### src/rtl/taxi_meter.sv
// ---------------------------------------------------------------------------
// taxi_meter
//
// Purpose:
//   Taxi fare meter. A clock divider turns the system clock into 10 ms ticks.
//   Each tick in RUN adds distance, which is billed per UNIT_M metres beyond
//   the included base distance. Each tick in WAIT advances the waiting-time
//   counters, which are billed per WAIT_UNIT seconds. The money, distance and
//   waiting-time registers are frozen while paused or after the trip ends.
//
// Ports:
//   clk       in   system clock
//   rst       in   synchronous active-low reset
//   start     in   begin a trip (from IDLE or HOLD)
//   stop      in   end the trip
//   pause     in   freeze all counting
//   waiting   in   vehicle stationary, bill time instead of distance
//   night     in   night surcharge enable
//   speed     in   00/01/10/11 = 1/2/4/6 metres per tick
//   distance  out  trip metres (saturating)
//   wait_sec  out  trip waiting seconds (saturating)
//   money     out  current fare in 0.01 yuan (saturating)
//   state     out  IDLE=0 RUN=1 WAIT=2 PAUSE=3 HOLD=4
//   done      out  one-cycle pulse after the trip enters HOLD
// ---------------------------------------------------------------------------
module taxi_meter #(
    parameter int TICK_DIV  = 200000,
    parameter int DIST_W    = 32,
    parameter int MONEY_W   = 32,
    parameter int BASE_FARE = 600,
    parameter int BASE_DIST = 3000,
    parameter int UNIT_M    = 100,
    parameter int RATE_DAY  = 12,
    parameter int RATE_LONG = 18,
    parameter int LONG_FARE = 2000,
    parameter int NIGHT_ADD = 3,
    parameter int SEC_TICKS = 100,
    parameter int WAIT_UNIT = 60,
    parameter int WAIT_FEE  = 50
) (
    input  logic               clk,
    input  logic               rst,
    input  logic               start,
    input  logic               stop,
    input  logic               pause,
    input  logic               waiting,
    input  logic               night,
    input  logic [1:0]         speed,
    output logic [DIST_W-1:0]  distance,
    output logic [15:0]        wait_sec,
    output logic [MONEY_W-1:0] money,
    output logic [2:0]         state,
    output logic               done
);

    localparam int DIV_W = (TICK_DIV  > 1) ? $clog2(TICK_DIV)  : 1;
    localparam int SUB_W = (SEC_TICKS > 1) ? $clog2(SEC_TICKS) : 1;
    localparam int WU_W  = (WAIT_UNIT > 1) ? $clog2(WAIT_UNIT) : 1;
    // acc stays below UNIT_M between ticks and gains at most 6 per tick,
    // so it never reaches 2*UNIT_M when UNIT_M >= 6.
    localparam int ACC_W = $clog2(2 * UNIT_M) + 1;
    localparam int DW1   = DIST_W + 1;

    localparam logic [DIV_W-1:0]   DIV_LAST = DIV_W'(TICK_DIV - 1);
    localparam logic [SUB_W-1:0]   SUB_LAST = SUB_W'(SEC_TICKS - 1);
    localparam logic [WU_W-1:0]    WU_LAST  = WU_W'(WAIT_UNIT - 1);
    localparam logic [ACC_W-1:0]   UNIT_A   = ACC_W'(UNIT_M);
    localparam logic [DW1-1:0]     BASE_D   = DW1'(BASE_DIST);
    localparam logic [MONEY_W-1:0] BASE_M   = MONEY_W'(BASE_FARE);
    localparam logic [MONEY_W-1:0] LONG_M   = MONEY_W'(LONG_FARE);
    localparam logic [MONEY_W-1:0] RD_M     = MONEY_W'(RATE_DAY);
    localparam logic [MONEY_W-1:0] RL_M     = MONEY_W'(RATE_LONG);
    localparam logic [MONEY_W-1:0] NA_M     = MONEY_W'(NIGHT_ADD);
    localparam logic [MONEY_W-1:0] WF_M     = MONEY_W'(WAIT_FEE);

    typedef enum logic [2:0] {
        IDLE  = 3'd0,
        RUN   = 3'd1,
        WAIT  = 3'd2,
        PAUSE = 3'd3,
        HOLD  = 3'd4
    } state_t;

    state_t cur_state;
    state_t nxt_state;
    logic   trip_start;
    logic   enter_hold;

    logic [DIV_W-1:0] div;
    logic [SUB_W-1:0] sub;
    logic [WU_W-1:0]  wu;
    logic [ACC_W-1:0] acc;

    logic               counting;
    logic               tick;
    logic [2:0]         step;
    logic [DIST_W-1:0]  dist_new;
    logic [DW1-1:0]     over;
    logic [2:0]         excess;
    logic [ACC_W-1:0]   acc_sum;
    logic               charge;
    logic [ACC_W-1:0]   acc_new;
    logic [MONEY_W-1:0] rate;
    logic [MONEY_W-1:0] money_run;
    logic               sec_wrap;
    logic               unit_wrap;
    logic [MONEY_W-1:0] money_wait;

    // One-bit-wider sum exposes the carry used for saturation.
    function automatic logic [MONEY_W-1:0] sat_money(input logic [MONEY_W-1:0] a,
                                                     input logic [MONEY_W-1:0] b);
        logic [MONEY_W:0] sum;
        sum = {1'b0, a} + {1'b0, b};
        return sum[MONEY_W] ? {MONEY_W{1'b1}} : sum[MONEY_W-1:0];
    endfunction

    function automatic logic [DIST_W-1:0] sat_dist(input logic [DIST_W-1:0] a,
                                                   input logic [2:0]        b);
        logic [DW1-1:0] sum;
        sum = {1'b0, a} + DW1'(b);
        return sum[DIST_W] ? {DIST_W{1'b1}} : sum[DIST_W-1:0];
    endfunction

    assign state = cur_state;

    // ---- control FSM ----
    always_ff @(posedge clk) begin
        if (!rst) begin
            cur_state <= IDLE;
        end else begin
            cur_state <= nxt_state;
        end
    end

    always_comb begin
        nxt_state  = cur_state;
        trip_start = 1'b0;
        case (cur_state)
            IDLE, HOLD: begin
                // start outranks stop here; stop alone is a no-op in HOLD
                if (start) begin
                    trip_start = 1'b1;
                    nxt_state  = waiting ? WAIT : RUN;
                end
            end
            RUN, WAIT: begin
                if (stop)         nxt_state = HOLD;
                else if (pause)   nxt_state = PAUSE;
                else if (waiting) nxt_state = WAIT;
                else              nxt_state = RUN;
            end
            PAUSE: begin
                if (stop)        nxt_state = HOLD;
                else if (!pause) nxt_state = waiting ? WAIT : RUN;
            end
            default: nxt_state = IDLE;
        endcase
        enter_hold = (nxt_state == HOLD) && (cur_state != HOLD);
    end

    // ---- per-tick arithmetic ----
    always_comb begin
        counting = (cur_state == RUN) || (cur_state == WAIT);
        tick     = counting && (div == DIV_LAST);

        case (speed)
            2'b00:   step = 3'd1;
            2'b01:   step = 3'd2;
            2'b10:   step = 3'd4;
            default: step = 3'd6;
        endcase

        dist_new = sat_dist(distance, step);
        over     = {1'b0, dist_new} - BASE_D;
        excess   = 3'd0;
        // only the part of this step lying beyond the base distance is billable
        if ({1'b0, dist_new} > BASE_D) begin
            excess = (over > DW1'(step)) ? step : over[2:0];
        end
        acc_sum = acc + ACC_W'(excess);
        charge  = (acc_sum >= UNIT_A);
        acc_new = charge ? (acc_sum - UNIT_A) : acc_sum;

        // rate is chosen from the fare before this tick's charge
        rate      = ((money >= LONG_M) ? RL_M : RD_M) + (night ? NA_M : '0);
        money_run = charge ? sat_money(money, rate) : money;

        sec_wrap   = (sub == SUB_LAST);
        unit_wrap  = sec_wrap && (wu == WU_LAST);
        money_wait = unit_wrap ? sat_money(money, WF_M) : money;
    end

    // ---- registered counters and outputs ----
    always_ff @(posedge clk) begin
        if (!rst) begin
            div      <= '0;
            sub      <= '0;
            wu       <= '0;
            acc      <= '0;
            distance <= '0;
            wait_sec <= '0;
            money    <= '0;
            done     <= 1'b0;
        end else begin
            done <= enter_hold;
            if (trip_start) begin
                div      <= '0;
                sub      <= '0;
                wu       <= '0;
                acc      <= '0;
                distance <= '0;
                wait_sec <= '0;
                money    <= BASE_M;
            end else if (counting) begin
                div <= tick ? '0 : div + 1'b1;
                if (tick && (cur_state == RUN)) begin
                    distance <= dist_new;
                    acc      <= acc_new;
                    money    <= money_run;
                end
                if (tick && (cur_state == WAIT)) begin
                    sub   <= sec_wrap ? '0 : sub + 1'b1;
                    money <= money_wait;
                    if (sec_wrap) begin
                        wu <= (wu == WU_LAST) ? '0 : wu + 1'b1;
                        if (wait_sec != 16'hFFFF) begin
                            wait_sec <= wait_sec + 16'd1;
                        end
                    end
                end
            end
        end
    end

endmodule

### config.mk
export PLATFORM = sky130hd
export DESIGN_NAME = taxi_meter
export DESIGN_NICKNAME = d
export VERILOG_FILES = /design/src/rtl/taxi_meter.sv
export SDC_FILE = /design/constraint.sdc
export NUM_CORES = 1
export LEC_CHECK = 0
export ABC_AREA = 1
export BUFFER_PORTS_ARGS = -buffer_cell sky130_fd_sc_hd__buf_2
export CELL_PAD_IN_SITES_DETAIL_PLACEMENT = 1
export CELL_PAD_IN_SITES_GLOBAL_PLACEMENT = 1
export CORE_MARGIN = 3
export CORE_UTILIZATION = 30
export CTS_CLUSTER_SIZE = 16
export DETAILED_ROUTE_END_ITERATION = 10
export PLACE_DENSITY = 0.66
export SLEW_MARGIN = 15
export SYNTH_ARGS = -nofsm -noshare
export SYNTH_HDL_FRONTEND = slang
export SYNTH_SLANG_ARGS = --single-unit
### constraint.sdc
create_clock -name clk -period 6.7 [get_ports clk]
set_input_delay 0.335 -clock clk [delete_from_list [all_inputs] [get_ports clk]]
set_output_delay 0.335 -clock clk [all_outputs]
set_load 0.01 [all_outputs]
==> impl_metrics.toml <==
[grt]
globalRouteOverflowTotal = 0
grt_use_total = 0.200
grt_pass1_wl_um = 57500
antenna_found_initial = 0
grt_max_degree = 69
grt_pass1_vias = 10900

[sta]
worst_pin_slew_ns = 1.05
skew_ns = 0.0111
grt_setup_unrepaired = "false"
hold_viol = 0
post-route-min-period_ns = 6.08
finalCritPeriodShare = 0.907
fmax_mhz = 165
max_slew_margin = 0.297
setup_viol = 0
final_max_slew_viol_count = 0

[setup_path]
r2r_start = "distance[0]"
critPathLaunchType = "register"
worst-path-buf-inv = 5
cp_num_cells = 38
crit_start = "distance[0]"
cpMostUsedCell = "nand2_1"
arrival_ns = 6.41
crit_path_end = "money[14]"
r2r_end = "money[14]"
critPathKind = "reg -> reg"
end_kind = "register"
ff2ff_setup_slack_ns = 0.62
cp_top_family = "simple AND/OR/NAND/NOR gates"
worst_path_max_delay_cell = "fa_2"
cpPeakStageDelay_ns = 0.37
crit_required_ns = 7.03
reg2reg_depth = 38
cp_max_fo = 13

[floorplanning]
die_y_um = 188
ios = 93
core_um2 = 32600
dieArea_um2 = 35400
die_w_um = 188
initial_core_util = 0.305
rows = 66

[worst_hold_path]
hp-class = "in -> reg"
hp-start = "waiting"
min_path_cells = 3

[final_layout]
fill_cells = 4373
area_growth_pct = 17.9
regArea_um2 = 2480
antenna_cells = 0
drive_above_1_share = 0.150
fin_nets = 1753
post_layout_nonfiller_instances = 2170
multi_input_area_um2 = 6590
design_area_um2 = 11700

[placed_design]
placed_cell_area_um2 = 10900
dpl.hpwl_um = 27700
globalplace.congestion = 0.871
dp_cells = 2123
port_buffers = 92

[yosys]
ys_ff_latch = 124
synthTopCellsByArea = "dfxtp_1 25%, nand2_1 14%, nor2_1 7.7%, inv_1 7.5%, a21oi_1 5.9%"
syn_avg_cell_area_um2 = 6.18
synthArstFlopShare = 0
yosysTopAreaCell = "dfxtp_1"
netlist_area_um2 = 9950
synth.distinct_cells = 52
synth_flop_cell = "dfxtp_1"
synth.top_cell.area_share = 0.249
synth_edf_count = 0
seq_area_frac_synth = 0.249
synth.most_common_cell = "nand2_1"
synthTopCellsByCount = "367 x nand2_1, 205 x nor2_1, 198 x inv_1"
synth-warning-count = 0
synthCells = 1611
synth_fp_nets = 1649

[clock_network]
tritoncts = "built"
root_buffer = "clkbuf_16"
cts_sinks = 124
clock_path_buffers = 2
clk_pin_slew_worst_paths_ns = 0.06
htree_levels = 4
cts_made_buffers = 17
clk-insertion-delay-late_ns = 0.45
cts_hold_buf = 0

[job]
cap_violations = 0

[power]
power.leakage_nw = 4.86
p_per_area_nw_per_um2 = 156
irDropWorstVdd_v = 0.000170
total_power_w = 0.00183

[routing]
ant_nets = 0
via_count = 10900
wirelength_um = 35700
wire_per_inst_um = 16.4
drt_first_pass_iters = 5
vias_per_cell = 5.03
drt_first_iter_violations = 566
drc_errors = 0

[status]
outcome = "complete, no violations"
-- metrics by stage --
step / setup slack [ns] / TNS (ns) / hold WS (ns) / utilization
final: 0.624 / 0 / 0.175 / 0.360
after CTS: 0.144 / 0 / 0.151 / 0.354
after global placement: 0.272 / 0 / 0.468 / 0.335
after global routing: 0.0443 / 0 / 0.166 / 0.360
after floorplan: 0.894 / 0 / 0.451 / -
after detailed placement: -0.151 / -1.13 / 0.474 / 0.335
-- cell families (layout without fill, tap and decap cells) --
group	count (synthesis)	in the layout	share of synthesized area
AOI/OAI and AO/OA	277	277	0.153
buffers and inverters	249	366	0.0959
adders and majority gates	29	29	0.0395
xor gates and xnor gates	64	64	0.0563
DFF	124	124	0.249
and+or+nand+nor	868	868	0.406
-- state kept, by name, indices dropped and copies added (netlist names) --
name      count
distance     32
money        32
div          18
wait_sec     16
acc           9
sub           7
wu            6
state         3
done          1
-- metal layers --
metal / share of wire / global-route usage / vias to the layer above
met5: 0 / 0 / -
met4: 0.016 / 0.0560 / 0
met3: 0.029 / 0.0286 / 36
met2: 0.48 / 0.340 / 167
met1: 0.48 / 0.263 / 5208
li1: - / - / 5509
-- cell type report --
class,instances,area share
Clock buffer,22,0.0404
Multi-Input combinational cell,1238,0.562
Clock inverter,10,0.0117
Tap cell,442,0.0472
Sequential cell,124,0.212
Inverter,214,0.0687
Timing Repair Buffer,120,0.0583
-- worst min-delay path by stage --
stage | slack [ns] | to
2_1_floorplan | 0.45 | wu[5]
3_3_place_gp | 0.47 | wu[5]
4_1_cts | 0.15 | state[1]
5_1_grt | 0.17 | state[1]
6_report | 0.18 | state[1]
3_5_place_dp | 0.47 | wu[5]
-- what timing repair did --
| item | CTS | global route |
|---|---|---|
| hold endpoints to repair | 0 | 0 |
| endpoints found under the setup margin | 0 | 33 |
| setup buffers | 0 | 15 |
| gates resized for setup | 0 | 23 |
-- cells in the final DEF, fill, tap and decap left out, drive strengths merged, types with 18 or more instances in the layout --
cell / synthesis / routed
nand4: 31 / 31
nand2: 395 / 395
clkbuf: 27 / 22
nor4: 18 / 18
dfxtp: 124 / 124
o21ai: 111 / 111
inv: 212 / 213
buf: 8 / 120
nand3: 126 / 126
nor3: 39 / 39
nor2: 234 / 234
xor2: 50 / 50
a21oi: 119 / 119
ha: 25 / 25
-- power by group --
group / switching (W) / leakage [nW] / internal [W] / total [W]
clock network: 0.000386 / 0.296 / 0.000614 / 0.00100
logic: 0.0000588 / 3.56 / 0.0000242 / 0.0000830
registers: 0.00000630 / 0.999 / 0.000741 / 0.000747
-- worst min-delay path, cell delays in order --
cell and delay (ns):
buf_2 0.11, nand2_1 0.06, a21oi_1 0.06
Power figures use the tool's default switching activity.
